<file path="config.mk">
export PLATFORM = sky130hd
export DESIGN_NAME = led_pattern_engine_flat
export DESIGN_NICKNAME = d
export VERILOG_FILES = /design/src/rtl/led_pkg.sv /design/src/rtl/led_pattern_engine_if.sv /design/src/rtl/led_pattern_engine_tick_prescaler.sv /design/src/rtl/led_pattern_engine.sv /design/src/flat_wrapper.sv
export SDC_FILE = /design/constraint.sdc
export NUM_CORES = 1
export LEC_CHECK = 0
export BUFFER_PORTS_ARGS = -buffer_cell sky130_fd_sc_hd__buf_4
export CORE_ASPECT_RATIO = 1.25
export CORE_MARGIN = 10
export CORE_UTILIZATION = 45
export DETAILED_ROUTE_END_ITERATION = 6
export HOLD_SLACK_MARGIN = 0.08
export PLACE_DENSITY = 0.71
export SETUP_SLACK_MARGIN = 0.5
export SYNTH_ARGS = -nofsm -noshare
export SYNTH_HDL_FRONTEND = slang
export SYNTH_SLANG_ARGS = --single-unit
</file>
<file path="constraint.sdc">
create_clock -name clk -period 3.8 [get_ports clk]
set_clock_uncertainty 0.05 [all_clocks]
set_input_delay 0.95 -clock clk [delete_from_list [all_inputs] [get_ports clk]]
set_output_delay 0.95 -clock clk [all_outputs]
set_load 0.02 [all_outputs]
</file>
<file path="src/rtl/led_pkg.sv">
// Shared constants for the LED pattern engine: step modes and bounce direction encoding.
package led_pkg;

  localparam logic [1:0] MODE_ROT_L  = 2'b00;
  localparam logic [1:0] MODE_ROT_R  = 2'b01;
  localparam logic [1:0] MODE_BOUNCE = 2'b10;
  localparam logic [1:0] MODE_HOLD   = 2'b11;

  localparam logic DIR_LEFT  = 1'b1;
  localparam logic DIR_RIGHT = 1'b0;

endpackage

</file>
<file path="src/rtl/led_pattern_engine_if.sv">
// Control/status bundle between a controller (master) and the LED pattern engine (slave).
interface led_pattern_engine_if #(
  parameter int unsigned WIDTH = 8
) ();

  logic             en;
  logic [1:0]       mode;
  logic [1:0]       speed;
  logic             step_req;
  logic             load;
  logic [WIDTH-1:0] load_value;
  logic [WIDTH-1:0] data_out;
  logic             dir;
  logic             step_pulse;

  modport master (
    output en, mode, speed, step_req, load, load_value,
    input  data_out, dir, step_pulse
  );

  modport slave (
    input  en, mode, speed, step_req, load, load_value,
    output data_out, dir, step_pulse
  );

endinterface

</file>
<file path="src/rtl/led_pattern_engine_tick_prescaler.sv">
// Programmable step-tick generator: one tick every (TICK_DIV >> speed) enabled cycles.
module tick_prescaler #(
  parameter int unsigned TICK_DIV = 50_000_000,
  parameter int unsigned CNT_W    = $clog2(TICK_DIV)
) (
  input  logic       clk,
  input  logic       rst,
  input  logic       en,
  input  logic       clr,
  input  logic [1:0] speed,
  output logic       tick
);

  logic [CNT_W-1:0] cnt_q, cnt_d;
  logic [31:0]      period;
  logic [CNT_W-1:0] period_m1;

  // >= rather than == so a speed increase mid-count ticks at once instead of wrapping.
  always_comb begin
    period    = 32'(TICK_DIV) >> speed;
    period_m1 = CNT_W'(period - 32'd1);
    tick      = en & (cnt_q >= period_m1);
    cnt_d     = cnt_q;
    if (clr) begin
      cnt_d = '0;
    end else if (en) begin
      cnt_d = tick ? '0 : cnt_q + 1'b1;
    end
  end

  always_ff @(posedge clk or negedge rst) begin
    if (!rst) begin
      cnt_q <= '0;
    end else begin
      cnt_q <= cnt_d;
    end
  end

endmodule

</file>
<file path="src/rtl/led_pattern_engine.sv">
// LED pattern engine: rotate/bounce/hold stepping of a WIDTH-bit pattern with load and manual step.
module led_pattern_engine
  import led_pkg::*;
#(
  parameter int unsigned WIDTH    = 8,
  parameter int unsigned TICK_DIV = 50_000_000,
  parameter int unsigned CNT_W    = $clog2(TICK_DIV)
) (
  input logic               clk,
  input logic               rst,
  led_pattern_engine_if.slave bus
);

  logic             tick;
  logic             step_ev;
  logic [WIDTH-1:0] data_q, data_d;
  logic             dir_q, dir_d;
  logic             pulse_q, pulse_d;

  tick_prescaler #(
    .TICK_DIV (TICK_DIV),
    .CNT_W    (CNT_W)
  ) u_prescaler (
    .clk   (clk),
    .rst   (rst),
    .en    (bus.en),
    .clr   (bus.load),
    .speed (bus.speed),
    .tick  (tick)
  );

  assign step_ev = (bus.en & tick) | (~bus.en & bus.step_req);

  always_comb begin
    data_d  = data_q;
    dir_d   = dir_q;
    pulse_d = 1'b0;
    if (bus.load) begin
      // A zero load would blank the bank; substitute a single dot.
      data_d = (bus.load_value == '0) ? WIDTH'(1) : bus.load_value;
    end else if (step_ev) begin
      pulse_d = 1'b1;
      unique case (bus.mode)
        MODE_ROT_L: begin
          data_d = {data_q[WIDTH-2:0], data_q[WIDTH-1]};
          dir_d  = DIR_LEFT;
        end
        MODE_ROT_R: begin
          data_d = {data_q[0], data_q[WIDTH-1:1]};
          dir_d  = DIR_RIGHT;
        end
        MODE_BOUNCE: begin
          // Edge check follows the current direction, so it wins when both edges are lit.
          if (dir_q == DIR_LEFT && data_q[WIDTH-1]) begin
            dir_d  = DIR_RIGHT;
            data_d = {1'b0, data_q[WIDTH-1:1]};
          end else if (dir_q == DIR_RIGHT && data_q[0]) begin
            dir_d  = DIR_LEFT;
            data_d = {data_q[WIDTH-2:0], 1'b0};
          end else if (dir_q == DIR_LEFT) begin
            data_d = {data_q[WIDTH-2:0], 1'b0};
          end else begin
            data_d = {1'b0, data_q[WIDTH-1:1]};
          end
        end
        MODE_HOLD: begin
          data_d = data_q;
        end
      endcase
    end
  end

  always_ff @(posedge clk or negedge rst) begin
    if (!rst) begin
      data_q  <= WIDTH'(1);
      dir_q   <= DIR_LEFT;
      pulse_q <= 1'b0;
    end else begin
      data_q  <= data_d;
      dir_q   <= dir_d;
      pulse_q <= pulse_d;
    end
  end

  assign bus.data_out   = data_q;
  assign bus.dir        = dir_q;
  assign bus.step_pulse = pulse_q;

endmodule
</file>
<file path="src/flat_wrapper.sv">
// flat-port wrapper written by rule: the top's interface ports become plain ports
module led_pattern_engine_flat import led_pkg::*;
#(
  parameter int unsigned WIDTH    = 8,
  parameter int unsigned TICK_DIV = 50_000_000,
  parameter int unsigned CNT_W    = $clog2(TICK_DIV)
)
  (clk, rst, bus_en, bus_mode, bus_speed, bus_step_req, bus_load, bus_load_value, bus_data_out, bus_dir, bus_step_pulse);
  led_pattern_engine_if #(.WIDTH(WIDTH)) bus_i ();
  input logic clk;
  input logic rst;
  input wire logic [$bits(bus_i.en)-1:0] bus_en;
  input wire logic [$bits(bus_i.mode)-1:0] bus_mode;
  input wire logic [$bits(bus_i.speed)-1:0] bus_speed;
  input wire logic [$bits(bus_i.step_req)-1:0] bus_step_req;
  input wire logic [$bits(bus_i.load)-1:0] bus_load;
  input wire logic [$bits(bus_i.load_value)-1:0] bus_load_value;
  output wire logic [$bits(bus_i.data_out)-1:0] bus_data_out;
  output wire logic [$bits(bus_i.dir)-1:0] bus_dir;
  output wire logic [$bits(bus_i.step_pulse)-1:0] bus_step_pulse;
  assign bus_i.en = bus_en;
  assign bus_i.mode = bus_mode;
  assign bus_i.speed = bus_speed;
  assign bus_i.step_req = bus_step_req;
  assign bus_i.load = bus_load;
  assign bus_i.load_value = bus_load_value;
  assign bus_data_out = bus_i.data_out;
  assign bus_dir = bus_i.dir;
  assign bus_step_pulse = bus_i.step_pulse;
  led_pattern_engine #(.WIDTH(WIDTH), .TICK_DIV(TICK_DIV), .CNT_W(CNT_W)) u_core (.clk(clk), .rst(rst), .bus(bus_i));
endmodule
</file>
==> results of run 1 <==
-- state kept, by name (all words and copies together) (netlist names) --
| register | cells |
|---|---|
| u_core.bus.data_out | 8 |
| u_core.bus.dir | 1 |
| u_core.bus.step_pulse | 1 |
| u_core.u_prescaler.cnt_q | 26 |
-- worst reg2reg max path, cell delays in order (launching register included) --
cell and delay, ps:
sky130_fd_sc_hd__dfrtp_1 470, sky130_fd_sc_hd__nand3_1 210, sky130_fd_sc_hd__nor4_2 650, sky130_fd_sc_hd__nand2_1 370, sky130_fd_sc_hd__or3_1 410, sky130_fd_sc_hd__a2111o_1 420, sky130_fd_sc_hd__o21ai_0 80
-- cells in the mapped netlist, types with 6 or more instances --
master                       n  area [sq um]
sky130_fd_sc_hd__o2111ai_1   9         78.83
sky130_fd_sc_hd__nand3_1    10         50.05
sky130_fd_sc_hd__nor4_1      6         37.54
sky130_fd_sc_hd__nand4_1     6         37.54
sky130_fd_sc_hd__dfrtp_1    34         850.8
sky130_fd_sc_hd__nor2_1     14         52.55
sky130_fd_sc_hd__or3_1      12         75.07
sky130_fd_sc_hd__o311ai_0    8         70.07
sky130_fd_sc_hd__a21oi_1    11         55.05
sky130_fd_sc_hd__o21ai_0    20         100.1
sky130_fd_sc_hd__a2111oi_0  14         122.6
sky130_fd_sc_hd__a22o_1      8         70.07
sky130_fd_sc_hd__ha_1       25         312.8
sky130_fd_sc_hd__inv_1      23         86.33
sky130_fd_sc_hd__nand2_1    39         146.4
sky130_fd_sc_hd__a21o_1     17         127.6
sky130_fd_sc_hd__clkbuf_1   13         48.80
-- through the flow --
step                worst slack (ps)  instances    util  cell area, sq um
finish                         633.6        443  0.5472              3396
global route                   520.5        443  0.5472              3396
CTS                            548.7        442  0.5349              3319
detailed placement             53.90        432  0.5107              3169
global placement               182.6        432  0.5107              3169
floorplan                      508.6        336       -              2894
-- what timing repair did --
action                                  4_1_cts  5_1_grt
endpoints found under the setup margin        9       34
pin swaps                                     3        4
gates cloned                                  1        1
setup buffers                                 1        0
gates resized for setup                       5       11
-- cell families (layout without fill, tap and decap cells) --
kind of cell,count (synthesis),in the layout
other,2,3
adder cells (fa/ha/maj),26,26
AND/OR/NAND/NOR,112,112
AO/OA/AOI/OAI,113,113
flip-flops,36,36
buffers and inverters,42,64
multiplexers,2,2
XOR/XNOR,2,2
-- path summary, 6_finish.rpt --
kind / startpoint / endpoint / slack [ps] / cells past startpoint
setup / recovery: bus_speed[0] / u_core.u_prescaler.cnt_q[4] / 630 / 12
hold / removal: u_core.u_prescaler.cnt_q[25] / u_core.u_prescaler.cnt_q[25] / 480 / 1
setup reg to reg: u_core.u_prescaler.cnt_q[6] / u_core.u_prescaler.cnt_q[21] / 1060 / 6
hold reg to reg: u_core.u_prescaler.cnt_q[25] / u_core.u_prescaler.cnt_q[25] / 480 / 1
max in group asynchronous: rst / u_core.bus.dir / 2770 / 1
min in group asynchronous: rst / u_core.u_prescaler.cnt_q[5] / 570 / 1
-- power groups by stage --
stage	logic, W	clock network, W	registers, W
after floorplan	0.0000998	0	0.000449
after global placement	0.000183	0	0.000440
after detailed placement	0.000187	0	0.000440
after CTS	0.000189	0.000293	0.000433
after global routing	0.000214	0.000306	0.000437
final	0.000191	0.000284	0.000434
-- per-layer routing --
layer | share of wire | GRT usage | wire length, um
met5 | 0 | 0 | 0
met4 | 0.022 | 0.06502 | 163
met3 | 0.043 | 0.03001 | 324
met2 | 0.50 | 0.2640 | 3742
met1 | 0.44 | 0.1803 | 3270
-- area by class of cell --
cell class	instances	area, sq um
timing repair buffer	33	314.1
sequential	36	903.4
inverter	23	86.33
tap	85	106.4
clock buffer	8	90.09
fill	559	2810
multi-input combinational	258	1896
==> results.sh, run 1 <==
export IMPL_min_path_type="reg2reg"
export IMPL_overall_routing_resource_usage=0.1524
export IMPL_cts_max_level=2
export IMPL_antenna_left=0
export IMPL_power_total_w=0.0009095
export IMPL_grt_max_degree=52
export IMPL_floorplan_io_pins=27
export IMPL_cp_data_required_time_ps=3920
export IMPL_synth_edf_count=0
export IMPL_power_leakage_nw=1.487
export IMPL_worstSkewPairLatency_ps=280
export IMPL_gp_routability_congestion=0.8668
export IMPL_finalSetupViolations=0
export IMPL_flops_latches_synth=36
export IMPL_first_pass_iteration_count_of_the_detailed_router=4
export IMPL_timing_critical_path_arrival_ps=3290
export IMPL_synthSimpleGateAreaFrac=0.2001
export IMPL_post_synth_mux_area_share=0.007378
export IMPL_status="completed"
export IMPL_syn_area_sq_um=2883
export IMPL_layout_common_cells="sky130_fd_sc_hd__nand2_1 (38), sky130_fd_sc_hd__dfrtp_1 (34), sky130_fd_sc_hd__buf_4 (28), sky130_fd_sc_hd__inv_1 (23), sky130_fd_sc_hd__ha_1 (23)"
export IMPL_cts_hold_buf=0
export IMPL_hold_worst_slack_ps=483.4
export IMPL_max_clock_freq_mhz=315.8
export IMPL_numClockSinks=36
export IMPL_max_slew_margin_rel=0.5185
export IMPL_synth_fa_ha_area_frac=0.1120
export IMPL_swShare=0.3035
export IMPL_grt_first_pass_wirelength_mm=12.72
export IMPL_family_of_cells_with_the_greatest_summed_delay_on_the_critical_path="compound AO/OA/AOI/OAI gates"
export IMPL_die_x_um=91.59
export IMPL_synth_xor_area_share=0.006076
export IMPL_antenna_diode_count=0
export IMPL_routed_wl_mm=7.500
export IMPL_worstSetupEndpointType="register"
export IMPL_worstPathMaxFanout=11
export IMPL_clock_tree_from_tritoncts="yes"
export IMPL_synth_top_flop_cell="sky130_fd_sc_hd__dfrtp_1"
export IMPL_core_box_area_sq_um=6206
export IMPL_synthesis_instances=335
export IMPL_die_area_sq_um=10030
export IMPL_avgViaCountPerCell=6.167
export IMPL_synthDistinctLibCells=51
export IMPL_critical_path_buf_inv_count=3
export IMPL_initial_antenna_violation_count=0
export IMPL_criticalPathCategory="in2reg"
export IMPL_mostFrequentLayoutCell="sky130_fd_sc_hd__nand2_1"
export IMPL_synth_async_sr_flop_share=1.000
export IMPL_maximum_resistive_drop_on_vdd_uv=237.7
export IMPL_rsz0062_at_grt="no"
export IMPL_critPathLaunchType="input pin"
export IMPL_nets=399
export IMPL_ctsRootBufferMaster="sky130_fd_sc_hd__clkbuf_8"
export IMPL_first_iter_violations=179
export IMPL_final_max_slew_viol_count=0
export IMPL_num_rows=32
export IMPL_dp_hpwl_mm=5.216
export IMPL_yosys_warnings=0
export IMPL_clock_power_share=0.312
export IMPL_p_seq_frac=0.477
export IMPL_net_switching_power_w=0.0002760
export IMPL_power_internal_w=0.0006334
export IMPL_crit_path_cell_trace="buf_4 -> nand2b_4 -> ha_4 -> ha_2 -> nor2_1 -> a2111oi_4 -> o2111ai_2 -> a2111oi_4 -> buf_6 -> buf_4 -> nor4b_1 -> o22a_1"
export IMPL_comb_power_share=0.211
export IMPL_post_drt_wl_per_cell_um=16.93
export IMPL_cts_reportedPaths_clkPinSlew_ps=70
export IMPL_grt_remaining_overflow=0
export IMPL_compound_gate_fraction_of_synth_area=0.2990
export IMPL_crit_slowest_cell="sky130_fd_sc_hd__a2111oi_4"
export IMPL_avgSynthCellArea_sq_um=8.605
export IMPL_report_final_hold_viol_count=0
export IMPL_dr_total_vias=2732
export IMPL_layout_area_overhead_vs_synth_pct=17.80
export IMPL_worst_slew_pin_slew_ps=716.2
export IMPL_first_global_vias=2714
export IMPL_synth_yosys_seq_area_share=0.3134
export IMPL_critical_path_max_stage_delay_ps=350
export IMPL_die_height_um=109.5
export IMPL_route_detailed_drc=0
export IMPL_timing_final_crit_share=0.8333
export IMPL_maxCapViolCount=0
export IMPL_period_minus_slack_ps=3166
export IMPL_cts_buffer_depth=2
export IMPL_synth_top_family_by_area="compound AO/OA/AOI/OAI gates"
export IMPL_initial_utilization=0.4645
export IMPL_timing_setup_tns_ps=0
export IMPL_numCtsBuffers=5
export IMPL_io_buffer_count=26
export IMPL_final_layout_size_suffix_gt1_frac=0.1676
export IMPL_powerDensity_nw_per_um2=267.8
Note: power is estimated with default switching activity, not from simulation.
==> run 2, diff against run 1 <==
==> constraint.sdc (replaced) <==
create_clock -name clk -period 3.3 [get_ports clk]
set_clock_uncertainty 0.05 [all_clocks]
set_input_delay 0.825 -clock clk [delete_from_list [all_inputs] [get_ports clk]]
set_output_delay 0.825 -clock clk [all_outputs]
set_load 0.02 [all_outputs]
==> run 2 against run 1 <==
  * Sequential power rose by 16%
  * Worst setup slack got worse by 230 ps
  * Final area rose by 10%
  * Non-clock buffer count rose by 22
  * Hold slack got worse by 41 ps
  * Global-route usage rose by 0.52 points
  * Routed wire length rose by 2.6%
  * Largest power group unchanged
  * Combinational power rose by 35%
  * Via count rose by 3.7%
  * Critical endpoint is now u_core.u_prescaler.cnt_q[13]
  * Count of clock-buffer cells in the layout did not move
==> results.sh, run 2 (synthesis results as in run 1) <==
export IMPL_die_area_sq_um=10030
export IMPL_final_layout_size_suffix_gt1_frac=0.2526
export IMPL_max_slew_margin_rel=0.6151
export IMPL_layout_common_cells="sky130_fd_sc_hd__buf_4 (44), sky130_fd_sc_hd__nand2_1 (36), sky130_fd_sc_hd__dfrtp_1 (34), sky130_fd_sc_hd__inv_1 (22), sky130_fd_sc_hd__ha_1 (21)"
export IMPL_cts_buffer_depth=2
export IMPL_powerDensity_nw_per_um2=291.1
export IMPL_initial_antenna_violation_count=0
export IMPL_report_final_hold_viol_count=0
export IMPL_die_height_um=109.5
export IMPL_largest_register="u_core.u_prescaler.cnt_q"
export IMPL_max_clock_freq_mhz=345.8
export IMPL_critical_path_startpoint="bus_speed[0]"
export IMPL_timing_final_crit_share=0.8764
export IMPL_comb_power_share=0.237
export IMPL_clock_power_share=0.301
export IMPL_rsz0062_at_grt="yes"
export IMPL_finalSetupViolations=0
export IMPL_timing_reg2reg_worst_path_depth=10
export IMPL_worst_slew_pin_slew_ps=577.3
export IMPL_routed_wl_mm=7.694
export IMPL_core_box_area_sq_um=6206
export IMPL_period_minus_slack_ps=2892
export IMPL_rr_endpoint="u_core.u_prescaler.cnt_q[13]"
export IMPL_grt_first_pass_wirelength_mm=13.28
export IMPL_postLayoutCoreUtil=0.6018
export IMPL_critical_path_max_stage_delay_ps=330
export IMPL_worstSkewPairLatency_ps=290
export IMPL_power_internal_w=0.0007521
export IMPL_grt_max_degree=52
export IMPL_power_leakage_nw=1.628
export IMPL_antenna_left=0
export IMPL_finalInstanceArea_sq_um=3735
export IMPL_worstSetupEndpointType="register"
export IMPL_io_buffer_count=26
export IMPL_numCtsBuffers=5
export IMPL_launch_instance_of_the_worst_register_to_register_path="u_core.u_prescaler.cnt_q[4]"
export IMPL_net_switching_power_w=0.0003351
export IMPL_dp_hpwl_mm=5.426
export IMPL_p_seq_frac=0.462
export IMPL_cts_reportedPaths_clkPinSlew_ps=70
export IMPL_antenna_diode_count=0
export IMPL_first_iter_violations=170
export IMPL_crit_path_cell_trace="buf_12 -> nand2b_4 -> ha_4 -> ha_4 -> nor2_2 -> a2111oi_4 -> o2111ai_2 -> a2111oi_4 -> buf_6 -> buf_12 -> buf_16 -> a2111oi_2 -> a21o_1"
export IMPL_dr_total_vias=2833
export IMPL_critPathLaunchType="input pin"
export IMPL_cts_max_level=2
export IMPL_criticalPathCategory="in2reg"
export IMPL_initial_utilization=0.4645
export IMPL_first_pass_iteration_count_of_the_detailed_router=4
export IMPL_maximum_resistive_drop_on_vdd_uv=311.8
export IMPL_gp_routability_congestion=0.8090
export IMPL_first_global_vias=2784
export IMPL_floorplan_io_pins=27
export IMPL_min_path_type="in2async"
export IMPL_final_max_slew_viol_count=0
export IMPL_nets=421
export IMPL_numClockSinks=36
export IMPL_maxCapViolCount=0
export IMPL_swShare=0.3082
export IMPL_worstPathMaxFanout=9
export IMPL_layout_area_overhead_vs_synth_pct=29.56
export IMPL_cp_data_required_time_ps=3430
export IMPL_mostFrequentLayoutCell="sky130_fd_sc_hd__buf_4"
export IMPL_avgViaCountPerCell=6.092
export IMPL_clock_tree_from_tritoncts="yes"
export IMPL_ctsRootBufferMaster="sky130_fd_sc_hd__clkbuf_8"
export IMPL_overall_routing_resource_usage=0.1575
export IMPL_placement_cell_area_sq_um=3373
export IMPL_regToRegSetupSlack_ps=700
export IMPL_die_x_um=91.59
export IMPL_crit_slowest_cell="sky130_fd_sc_hd__a2111oi_4"
export IMPL_num_rows=32
export IMPL_status="completed"
export IMPL_grt_remaining_overflow=0
export IMPL_timing_critical_path_arrival_ps=3020
export IMPL_post_drt_wl_per_cell_um=16.55
export IMPL_number_of_flip_flops_under_the_largest_register_name=26
export IMPL_route_detailed_drc=0
export IMPL_crit_path_end="u_core.u_prescaler.cnt_q[13]"
## run 2: through the flow
| step | total power, W | setup TNS [ps] | worst slack, ps | hold slack, ps | cells |
|---|---|---|---|---|---|
| after floorplan | 0.0006382 | 0 | 206.9 | 437.7 | 336 |
| after global placement | 0.0007407 | -512.8 | -82.44 | 466.9 | 451 |
| after detailed placement | 0.0007449 | -4508 | -223.6 | 471.8 | 451 |
| after CTS | 0.001090 | 0 | 365.8 | 458.4 | 465 |
| after global routing | 0.001152 | 0 | 314.2 | 473.8 | 465 |
| final | 0.001087 | 0 | 407.8 | 442.4 | 465 |
## run 2: worst min-delay path by stage
| stage | start | to | slack (ps) | cells past startpoint |
|---|---|---|---|---|
| global route | rst | u_core.bus.step_pulse | 470 | 1 |
| floorplan | u_core.u_prescaler.cnt_q[25] | u_core.u_prescaler.cnt_q[25] | 440 | 1 |
| CTS | rst | u_core.u_prescaler.cnt_q[20] | 460 | 1 |
| detailed placement | u_core.u_prescaler.cnt_q[25] | u_core.u_prescaler.cnt_q[25] | 470 | 1 |
| global placement | u_core.u_prescaler.cnt_q[25] | u_core.u_prescaler.cnt_q[25] | 470 | 1 |
| finish | rst | u_core.bus.step_pulse | 440 | 1 |
## run 2: power groups by stage
| stage | registers (W) | logic (W) | clock network [W] |
|---|---|---|---|
| 2_1_floorplan | 0.000518 | 0.000121 | 0 |
| 3_5_place_dp | 0.000508 | 0.000237 | 0 |
| 4_1_cts | 0.000500 | 0.000251 | 0.000339 |
| 5_1_grt | 0.000506 | 0.000285 | 0.000361 |
| 3_3_place_gp | 0.000508 | 0.000232 | 0 |
| 6_report | 0.000502 | 0.000258 | 0.000327 |
## run 2: cell type report
cell class	instances	area (sq um)
clock buffer	8	90.09
fill	559	2471
tap	85	106.4
timing repair buffer	55	520.5
inverter	23	86.33
sequential	36	903.4
multi-input combinational	258	2028
## run 2: per-layer routing
metal  global-route usage  up-vias  wire, um
met4              0.05605        0       145
li1                     -     1379         -
met5                    0        -         0
met3              0.02660       12       266
met1               0.1812     1388      3326
met2               0.2879       54      3956
## run 2: timing repair
item,in CTS,in global routing
pin swaps,12,10
cloned,2,0
gates resized for setup,29,18
hold buffers,0,0
endpoints found under the setup margin,36,36
setup buffers,4,0
## run 2: critical path: cells and delay by family
family / cells / cell delay [ps]
adder cells (fa/ha/maj): 2 / 480
buffers and inverters: 4 / 540
AO/OA/AOI/OAI: 5 / 990
AND/OR/NAND/NOR: 2 / 190
==> run 3, diff against run 2 <==
--- a/config.mk
+++ b/config.mk
@@ -8,10 +8,11 @@
 export BUFFER_PORTS_ARGS = -buffer_cell sky130_fd_sc_hd__buf_4
 export CORE_ASPECT_RATIO = 1.25
 export CORE_MARGIN = 10
-export CORE_UTILIZATION = 45
+export CORE_UTILIZATION = 50
 export DETAILED_ROUTE_END_ITERATION = 6
 export HOLD_SLACK_MARGIN = 0.08
-export PLACE_DENSITY = 0.71
+export PLACE_DENSITY = 0.77
+export RECOVER_POWER = 25
 export SETUP_SLACK_MARGIN = 0.5
 export SYNTH_ARGS = -nofsm -noshare
 export SYNTH_HDL_FRONTEND = slang
==> run 3 against run 2 <==
  * The flow now finishes with violations (max-capacitance violations, max-slew violations)
  * Cell count down 2.8%
  * Count of clock-buffer cells in the layout down 2
  * Combinational power up 4%
  * Die area down 8.0%
  * Critical path depth down 1
  * Via count up 5.5%
  * Final area up 2.1%
  * Worst setup slack worse by 110 ps
  * Maximum frequency down 3.6%
  * Critical path type unchanged
==> results.sh, run 3 (synthesis results as in run 1) <==
export IMPL_status="finished, violations left"
export IMPL_failed_checks="max-capacitance violations, max-slew violations"
export IMPL_grt_remaining_overflow=0
export IMPL_cts_buffer_depth=2
export IMPL_hold_worst_slack_ps=495.5
export IMPL_worstSkewPairLatency_ps=290
export IMPL_power_leakage_nw=1.674
export IMPL_maxCapViolCount=1
export IMPL_cts_reportedPaths_clkPinSlew_ps=70
export IMPL_cp_data_required_time_ps=3430
export IMPL_mostFrequentLayoutCell="sky130_fd_sc_hd__buf_4"
export IMPL_first_pass_iteration_count_of_the_detailed_router=5
export IMPL_critical_path_buf_inv_count=3
export IMPL_route_detailed_drc=0
export IMPL_die_area_sq_um=9222
export IMPL_pre_cts_ws_ps=-174.5
export IMPL_criticalPathCategory="in2reg"
export IMPL_powerDensity_nw_per_um2=304.3
export IMPL_dr_total_vias=2989
export IMPL_worstSetupEndpointType="register"
export IMPL_io_buffer_count=26
export IMPL_max_slew_margin_rel=-0.3286
export IMPL_timing_final_crit_share=0.9093
export IMPL_crit_path_cell_trace="buf_8 -> nand2b_4 -> ha_4 -> ha_4 -> nor2_4 -> a2111oi_4 -> o2111ai_2 -> a2111oi_4 -> buf_12 -> buf_12 -> nor3_4 -> mux2_4"
export IMPL_max_clock_freq_mhz=333.3
export IMPL_timing_critical_path_arrival_ps=3130
export IMPL_antenna_left=0
export IMPL_worstPathMaxFanout=8
export IMPL_postLayoutCoreUtil=0.6914
export IMPL_num_rows=30
export IMPL_clock_tree_from_tritoncts="yes"
export IMPL_p_seq_frac=0.434
export IMPL_family_of_cells_with_the_greatest_summed_delay_on_the_critical_path="compound AO/OA/AOI/OAI gates"
export IMPL_critical_path_max_stage_delay_ps=390
export IMPL_die_x_um=87.92
export IMPL_core_box_area_sq_um=5518
export IMPL_routed_wl_mm=8.511
export IMPL_first_global_vias=2999
export IMPL_layout_common_cells="sky130_fd_sc_hd__buf_4 (51), sky130_fd_sc_hd__nand2_1 (35), sky130_fd_sc_hd__dfrtp_1 (34), sky130_fd_sc_hd__inv_1 (22), sky130_fd_sc_hd__ha_1 (21)"
export IMPL_grt_first_pass_wirelength_mm=14.16
export IMPL_ctsRootBufferMaster="sky130_fd_sc_hd__clkbuf_8"
export IMPL_largest_register="u_core.u_prescaler.cnt_q"
export IMPL_cts_hold_buf=0
export IMPL_finalSetupViolations=0
export IMPL_swShare=0.3028
export IMPL_initial_antenna_violation_count=0
export IMPL_setup_slack_ps=299.3
export IMPL_antenna_diode_count=0
export IMPL_avgViaCountPerCell=6.613
export IMPL_power_internal_w=0.0008094
export IMPL_worst_slew_pin_slew_ps=1993
export IMPL_number_of_flip_flops_under_the_largest_register_name=26
export IMPL_layout_area_overhead_vs_synth_pct=32.34
export IMPL_grt_max_degree=52
export IMPL_nets=429
export IMPL_crit_slowest_cell="sky130_fd_sc_hd__a2111oi_4"
export IMPL_floorplan_io_pins=27
export IMPL_die_height_um=104.9
export IMPL_overall_routing_resource_usage=0.1823
export IMPL_net_switching_power_w=0.0003515
export IMPL_numCtsBuffers=5
export IMPL_maximum_resistive_drop_on_vdd_uv=311.3
export IMPL_post_drt_wl_per_cell_um=18.83
export IMPL_final_max_slew_viol_count=37
export IMPL_initial_utilization=0.5224
export IMPL_layout_filler_cells=419
export IMPL_report_final_hold_viol_count=0
export IMPL_dp_hpwl_mm=5.821
export IMPL_period_minus_slack_ps=3001
export IMPL_min_path_type="reg2reg"
export IMPL_rsz0062_at_grt="yes"
export IMPL_cts_max_level=2
export IMPL_final_layout_size_suffix_gt1_frac=0.2809
export IMPL_numClockSinks=36
export IMPL_first_iter_violations=312
export IMPL_gp_routability_congestion=0.9295
export IMPL_comb_power_share=0.231
export IMPL_critPathLaunchType="input pin"
export IMPL_clock_power_share=0.336
==> run 3: cell count changes in the layout (fill, tap and decap cells not counted), sizes merged <==
cell    delta
buf        +7
bufinv     +1
clkbuf     -1
clkinv     +1
==> run 3: cell type report <==
cell class | instances | area [sq um] | area share
clock inverter | 2 | 35.03 | 0.009183
timing repair buffer | 63 | 581.8 | 0.1525
multi-input combinational | 258 | 2056 | 0.5389
tap | 64 | 80.08 | 0.02099
sequential | 36 | 903.4 | 0.2368
inverter | 23 | 86.33 | 0.02263
clock buffer | 6 | 72.57 | 0.01902
==> run 3: path summary, 6_finish.rpt <==
path / depth (start not counted) / slack [ps] / to / from
hold reg to reg: 1 / 500 / u_core.u_prescaler.cnt_q[25] / u_core.u_prescaler.cnt_q[25]
hold / removal: 1 / 500 / u_core.u_prescaler.cnt_q[25] / u_core.u_prescaler.cnt_q[25]
setup / recovery: 12 / 300 / u_core.u_prescaler.cnt_q[0] / bus_speed[0]
max in group asynchronous: 1 / 1020 / u_core.u_prescaler.cnt_q[1] / rst
setup reg to reg: 9 / 630 / u_core.u_prescaler.cnt_q[0] / u_core.u_prescaler.cnt_q[0]
min in group asynchronous: 1 / 1040 / u_core.bus.step_pulse / rst
==> run 3: power by group through the flow <==
stage          sequential, W  clock (W)  combinational (W)
2_1_floorplan       0.000518          0           0.000121
3_3_place_gp        0.000509          0           0.000239
4_1_cts             0.000500   0.000394           0.000254
6_report            0.000503   0.000390           0.000268
3_5_place_dp        0.000508          0           0.000244
5_1_grt             0.000507   0.000420           0.000294
==> run 3: what timing repair did <==
item                                    4_1_cts  5_1_grt
endpoints found under the setup margin       36       36
gates resized for setup                      20       26
pin swaps                                    12       14
setup buffers                                 4        3
gates cloned                                  2        0
==> run 3: routing by layer <==
layer | vias up | global-route usage | routed length [um]
met1 | 1458 | 0.2161 | 3394
met2 | 115 | 0.3148 | 4414
li1 | 1387 | - | -
met5 | - | 0 | 0
met4 | 0 | 0.06393 | 259
met3 | 29 | 0.03263 | 442
==> run 3: worst reg2reg max path, delay by kind of cell (launching register included) <==
kind,cells,cell delay [ps]
compound gates,3,930
fa+ha+maj,1,290
buf+inv,2,330
flops,1,430
mux,1,290
simple gates,2,250
==> run 3: through the flow <==
stage	instance area (sq um)	instances	total power [W]	TNS [ps]
2_1_floorplan	2960	336	0.0006382	0
3_3_place_gp	3422	435	0.0007472	-373.0
3_5_place_dp	3422	435	0.0007527	-3043
4_1_cts	3689	449	0.001148	0
5_1_grt	3815	452	0.001221	0
6_report	3815	452	0.001161	0
